`src/rtl/fre_sweep_pkg.sv`:
```
// Shared widths, sweep FSM states and the configuration payload for fre_sweep_pwm.
package fre_sweep_pkg;

    localparam int unsigned FRE_W = 24;
    localparam int unsigned ACC_W = 32;
    localparam int unsigned PWM_W = 8;

    typedef enum logic [2:0] {
        IDLE  = 3'd0,
        CHECK = 3'd1,
        RUN   = 3'd2,
        HOLD  = 3'd3,
        ERR   = 3'd4
    } state_e;

    typedef struct packed {
        logic [FRE_W-1:0] fmax;
        logic [FRE_W-1:0] fmin;
        logic [FRE_W-1:0] fstep;
    } sweep_cfg_t;

endpackage

```
`src/rtl/fre_sweep_pwm_nco.sv`:
```
// NCO phase accumulator with an 8-bit compare driving a registered PWM output.
module nco_pwm
    import fre_sweep_pkg::*;
(
    input  logic             clk,
    input  logic             RSTn,
    input  logic             run_i,
    input  logic [FRE_W-1:0] tw_i,
    input  logic [PWM_W-1:0] duty_i,
    output logic             pwm_o
);

    logic [ACC_W-1:0] phase_q, phase_d;
    logic             pwm_q, pwm_d;

    // Phase restarts from zero whenever the oscillator is not running.
    always_comb begin
        phase_d = '0;
        pwm_d   = 1'b0;
        if (run_i) begin
            phase_d = phase_q + ACC_W'(tw_i);
            pwm_d   = (phase_q[ACC_W-1 -: PWM_W] < duty_i);
        end
    end

    always_ff @(posedge clk or negedge RSTn) begin
        if (!RSTn) begin
            phase_q <= '0;
            pwm_q   <= 1'b0;
        end else begin
            phase_q <= phase_d;
            pwm_q   <= pwm_d;
        end
    end

    assign pwm_o = pwm_q;

endmodule

```
`src/rtl/fre_sweep_pwm.sv`:
```
// Frequency-sweep controller: steps an NCO tuning word between fre_min and fre_max.
// Optional macro SWEEP_TRIANGLE_EN selects an up/down (triangle) sweep instead of sawtooth.
module fre_sweep_pwm
    import fre_sweep_pkg::*;
#(
    parameter int unsigned DWELL_CYC = 50000
) (
    input  logic             clk,
    input  logic             RSTn,
    input  logic             sweep_en,
    input  logic             one_shot,
    input  logic [FRE_W-1:0] fre_max,
    input  logic [FRE_W-1:0] fre_min,
    input  logic [FRE_W-1:0] fre_step,
    input  logic [PWM_W-1:0] duty,
    output logic             pwm_out,
    output logic [FRE_W-1:0] cur_fre,
    output logic             busy,
    output logic             sweep_done,
    output logic             cfg_err
);

    localparam int unsigned DW_W = (DWELL_CYC > 1) ? $clog2(DWELL_CYC) : 1;
    localparam logic [DW_W-1:0] DW_LAST = DW_W'(DWELL_CYC - 1);

    state_e           state_q, state_d;
    sweep_cfg_t       shadow_q, live_c;
    logic [FRE_W-1:0] cur_q, cur_d;
    logic [DW_W-1:0]  dwell_q, dwell_d;
    logic             busy_q, done_q, err_q;
    logic [FRE_W:0]   up_c;
    logic             up_ok_c, cfg_chg_c, run_c;
`ifdef SWEEP_TRIANGLE_EN
    logic             dir_dn_q, dir_dn_d;
    logic [FRE_W:0]   dn_c;
    logic             dn_ok_c;
`endif

    assign live_c    = '{fmax: fre_max, fmin: fre_min, fstep: fre_step};
    assign cfg_chg_c = (shadow_q != live_c) && (state_q != IDLE);
    // Extra carry bit keeps the upper-bound test exact near 2^FRE_W.
    assign up_c      = {1'b0, cur_q} + {1'b0, fre_step};
    assign up_ok_c   = (up_c <= {1'b0, fre_max});
`ifdef SWEEP_TRIANGLE_EN
    assign dn_c      = {1'b0, cur_q} - {1'b0, fre_step};
    assign dn_ok_c   = !dn_c[FRE_W] && (dn_c[FRE_W-1:0] >= fre_min);
`endif

    always_comb begin
        state_d = state_q;
        cur_d   = cur_q;
        dwell_d = dwell_q;
`ifdef SWEEP_TRIANGLE_EN
        dir_dn_d = dir_dn_q;
`endif
        if (!sweep_en) begin
            state_d = IDLE;
            dwell_d = '0;
        end else if (cfg_chg_c) begin
            state_d = CHECK;
            dwell_d = '0;
        end else begin
            unique case (state_q)
                IDLE:  state_d = CHECK;
                CHECK: begin
`ifdef SWEEP_TRIANGLE_EN
                    dir_dn_d = 1'b0;
`endif
                    if (fre_min > fre_max) begin
                        state_d = ERR;
                    end else begin
                        state_d = RUN;
                        cur_d   = fre_min;
                        dwell_d = '0;
                    end
                end
                RUN: begin
                    dwell_d = dwell_q + DW_W'(1);
                    if (dwell_q == DW_LAST) begin
                        dwell_d = '0;
`ifdef SWEEP_TRIANGLE_EN
                        if (!dir_dn_q) begin
                            if (up_ok_c) begin
                                cur_d = up_c[FRE_W-1:0];
                            end else begin
                                dir_dn_d = 1'b1;
                                if (dn_ok_c) cur_d = dn_c[FRE_W-1:0];
                            end
                        end else if (dn_ok_c) begin
                            cur_d = dn_c[FRE_W-1:0];
                        end else if (one_shot) begin
                            state_d = HOLD;
                        end else begin
                            dir_dn_d = 1'b0;
                            if (up_ok_c) cur_d = up_c[FRE_W-1:0];
                        end
`else
                        if (up_ok_c) begin
                            cur_d = up_c[FRE_W-1:0];
                        end else if (!one_shot) begin
                            cur_d = fre_min;
                        end else begin
                            state_d = HOLD;
                        end
`endif
                    end
                end
                HOLD:    dwell_d = '0;
                ERR:     dwell_d = '0;
                default: state_d = IDLE;
            endcase
        end
    end

    // Accumulate only while staying in an active state; any exit clears phase and PWM.
    assign run_c = (state_q inside {RUN, HOLD}) && (state_d inside {RUN, HOLD});

    always_ff @(posedge clk or negedge RSTn) begin
        if (!RSTn) begin
            state_q  <= IDLE;
            shadow_q <= '0;
            cur_q    <= '0;
            dwell_q  <= '0;
            busy_q   <= 1'b0;
            done_q   <= 1'b0;
            err_q    <= 1'b0;
        end else begin
            state_q  <= state_d;
            shadow_q <= live_c;
            cur_q    <= cur_d;
            dwell_q  <= dwell_d;
            busy_q   <= (state_d == CHECK) || (state_d == RUN);
            done_q   <= (state_d == HOLD);
            err_q    <= (state_d == ERR);
        end
    end

`ifdef SWEEP_TRIANGLE_EN
    always_ff @(posedge clk or negedge RSTn) begin
        if (!RSTn) dir_dn_q <= 1'b0;
        else       dir_dn_q <= dir_dn_d;
    end
`endif

    nco_pwm u_nco (
        .clk    (clk),
        .RSTn   (RSTn),
        .run_i  (run_c),
        .tw_i   (cur_q),
        .duty_i (duty),
        .pwm_o  (pwm_out)
    );

    assign cur_fre    = cur_q;
    assign busy       = busy_q;
    assign sweep_done = done_q;
    assign cfg_err    = err_q;

endmodule

```
`config.mk`:
```
export PLATFORM = sky130hd
export DESIGN_NAME = fre_sweep_pwm
export DESIGN_NICKNAME = d
export VERILOG_FILES = /design/src/rtl/fre_sweep_pkg.sv /design/src/rtl/fre_sweep_pwm_nco.sv /design/src/rtl/fre_sweep_pwm.sv
export SDC_FILE = /design/constraint.sdc
export NUM_CORES = 1
export LEC_CHECK = 0
export CORE_UTILIZATION = 35
export CTS_BUF_LIST = sky130_fd_sc_hd__clkbuf_16
export CTS_CLUSTER_DIAMETER = 120
export DETAILED_ROUTE_END_ITERATION = 12
export PLACE_DENSITY = 0.55
export SLEW_MARGIN = 25
export SYNTH_ARGS = -nofsm -noshare
export SYNTH_HDL_FRONTEND = slang
export SYNTH_HIERARCHICAL = 1
export SYNTH_SLANG_ARGS = --single-unit
```
`constraint.sdc`:
```
create_clock -name clk -period 12.2 [get_ports clk]
set_clock_uncertainty 0.1 [all_clocks]
set_input_delay 3.66 -clock clk [delete_from_list [all_inputs] [get_ports clk]]
set_output_delay 3.66 -clock clk [all_outputs]
set_load 0.05 [all_outputs]
```
==> impl_metrics.toml <==
[routing]
num_vias = 8040
drt_iter0_markers = 524
dr.pass1.iters = 5
via_per_inst = 5.24
finalWirelength_um = 28900
drc = 0
wl_per_cell_um = 18.9
ant_nets = 0

[setup_path]
path_max_fanout = 13
rr_endpoint = "cur_fre[9]$_DFFE_PN0P_"
worstPathArrival_ns = 9.13
cp-end-kind = "flip-flop"
r2r_start = "cur_fre[0]$_DFFE_PN0P_"
critical_path_class = "in -> reg"
critPathLaunchType = "input pin"
r2r_cells = 19
rrSetupSlack_ns = 6.46
worstPathRequired_ns = 12.41

[yosys]
avgSynthCellArea_um2 = 9.81
ys_ff_latch = 151
ys.flop_type = "dfrtp_1"
synthDistinctLibCells = 67
syn_inst = 1028
synth_area_um2 = 10100
synth-edff-count = 0
synth_fp_nets = 1218
yosysWarnings = 6
yosysSeqAreaShare_pct = 37.5
async_flop_share_pct = 100

[floorplan]
die_area_um2 = 29500
pin_count = 112
die_w_um = 172
num_rows = 61
initial_core_util_pct = 35.9
coreArea_um2 = 28100
dieHeight_um = 172

[timing]
max_freq_mhz = 112
post-route-min-period_ns = 8.92
relSlewSlack_pct = 40.6
hold_violations = 0
finalSetupViolCount = 0
period_share_pct = 73.1
rsz0062_at_grt = "no"
tns_ns = 0
tightestPinTransition_ns = 0.889
hold_slack_ns = 0.407
finalMaxSlewViolations = 0

[grt]
grt_max_degree = 84
grt_pass1_vias = 7907
grt.overflow.total = 0
grt_usage_pct = 20.4
antenna_found_initial = 0
grt_pass1_wl_um = 44900

[placed_design]
io_buffer_count = 111
placed_cell_area_um2 = 11600
gp_congestion = 0.930
place_hpwl_um = 22600

[power_and_ir_drop]
p_leak_nw = 5.41
ir_drop_mv = 0.0880
finalPower_mw = 1.18
power.density_nw_per_um2 = 96.9

[cells_and_area]
nets = 1332
fillers = 2772
layout-drive-gt1-share_pct = 7.97
final_area_um2 = 12200
syn_to_final_growth_pct = 20.7
antennaDiodeCount = 0

[clock_tree]
hold_buffers = 0
cts_tree = "built"
clk_pin_slew_ns = 0.06
cts_max_path_buffers = 2
htreeDepth = 4
clock-sinks = 151
clock_latency_ns = 0.44
cts-buffers-inserted = 17
post_cts_buffers = 0
cts-resized-gates = 0
root_buffer = "clkbuf_16"

[worst_hold_path]
worstHoldPathType = "reg -> reg"
hp-start = "dwell_q[0]$_DFFE_PN0P_"
hold_depth = 1
hold_end = "dwell_q[0]$_DFFE_PN0P_"

[flow_run]
cap_violations = 0

[run_status]
outcome = "finished clean"
-- metrics by stage --
step           worst slack (ns)  utilization, %  cells
3_5_place_dp               2.91            41.3   1501
3_3_place_gp               2.82            41.3   1500
6_report                   3.28            43.3   1533
5_1_grt                    3.01            43.3   1533
4_1_cts                    3.33            43.3   1533
2_1_floorplan              4.41               -   1028
-- cells in the mapped netlist, drive strengths merged, types with 16 or more instances --
| master | instances | share of area [%] |
|---|---|---|
| mux2 | 45 | 5.2 |
| nor2 | 60 | 2.2 |
| nand4 | 28 | 1.9 |
| o21ai | 48 | 2.4 |
| ha | 104 | 13 |
| nand3 | 20 | 0.99 |
| and3 | 16 | 0.99 |
| nor4 | 21 | 1.4 |
| nand2b | 17 | 1.1 |
| inv | 56 | 2.1 |
| xor2 | 65 | 5.6 |
| nand2 | 76 | 2.8 |
| a21oi | 74 | 3.7 |
| dfrtp | 151 | 37 |
| a21o | 18 | 1.3 |
| nor3 | 26 | 1.3 |
| xnor2 | 49 | 4.3 |
-- final cells by class --
cell class / instances / area (um2) / share of cell area, %
flip-flops and latches: 151 / 3780 / 31.0
well taps: 378 / 473 / 3.89
repair buffers: 114 / 1140 / 9.39
clock inverters: 15 / 133 / 1.09
clock buffers: 17 / 425 / 3.50
inverters: 56 / 210 / 1.73
multi-input cells: 802 / 6010 / 49.4
-- per-layer routing --
metal	share of wire (%)	track usage, %	vias up	wire length [um]
met3	4.1	3.20	28	1200
met5	0	0	-	0
met4	2.3	6.54	0	670
li1	-	-	3963	-
met2	45	31.9	171	13000
met1	49	28.6	3878	14100
-- worst max-delay path, stage by stage --
cell	delay (ns)
clkdlybuf4s50_1	0.46
ha_1	0.25
inv_1	0.07
fa_1	0.20
nor2b_1	0.07
o31ai_1	0.39
a31oi_1	0.20
o21ai_1	0.30
a21oi_1	0.16
o41ai_1	0.33
xnor2_1	0.21
ha_1	0.29
a21o_1	0.20
a2111oi_0	0.48
a41oi_1	0.18
a211oi_1	0.31
nand3b_1	0.23
nor3b_4	0.51
buf_6	0.26
mux2_2	0.35
-- layout by cell type (no fill, tap or decap), drive strengths merged, types with 11 or more instances in the layout --
| master | instances |
|---|---|
| nor3 | 26 |
| xor2 | 65 |
| nand4 | 28 |
| ha | 104 |
| clkbuf | 17 |
| nor4 | 21 |
| a21o | 18 |
| nor2 | 60 |
| a21oi | 74 |
| xnor2 | 49 |
| nand3 | 20 |
| mux2 | 45 |
| clkdlybuf4s50 | 110 |
| inv | 62 |
| dfrtp | 151 |
| mux2i | 15 |
| a211oi | 11 |
| nand2b | 17 |
| nand2 | 76 |
| o21ai | 48 |
| and3 | 16 |
-- report_power, final --
group          switching, mW  total, mW  internal (mW)
sequential           0.00546      0.519          0.513
combinational         0.0849      0.151         0.0663
clock                  0.229      0.510          0.282
total                  0.319       1.18          0.861
-- cell families after synthesis --
family	after synthesis	synth area share, %
AOI/OAI and AO/OA	222	14.2
muxes	60	6.74
and+or+nand+nor	300	15.3
DFF	151	37.5
adders and majority gates	106	13.3
xor gates and xnor gates	114	9.90
buffers and inverters	75	3.08
-- how the worst max path moves through the flow --
stage          slack, ns  cells past startpoint        start                      end
2_1_floorplan       4.41                     20  fre_step[0]   cur_fre[6]$_DFFE_PN0P_
3_3_place_gp        2.82                     19  fre_step[0]  cur_fre[16]$_DFFE_PN0P_
3_5_place_dp        2.91                     20  fre_step[0]   cur_fre[5]$_DFFE_PN0P_
4_1_cts             3.33                     20  fre_step[0]   cur_fre[9]$_DFFE_PN0P_
5_1_grt             3.01                     20  fre_step[0]   cur_fre[8]$_DFFE_PN0P_
6_report            3.28                     20  fre_step[0]   cur_fre[9]$_DFFE_PN0P_
-- state kept, by name (all words and copies together) (netlist names) --
name	flops
dwell_q	16
u_nco/phase_q	32
shadow_q	72
sweep_done	1
state_q	3
busy	1
cfg_err	1
cur_fre	24
u_nco/pwm_o	1
No activity file was read; power rests on OpenSTA's default activity.
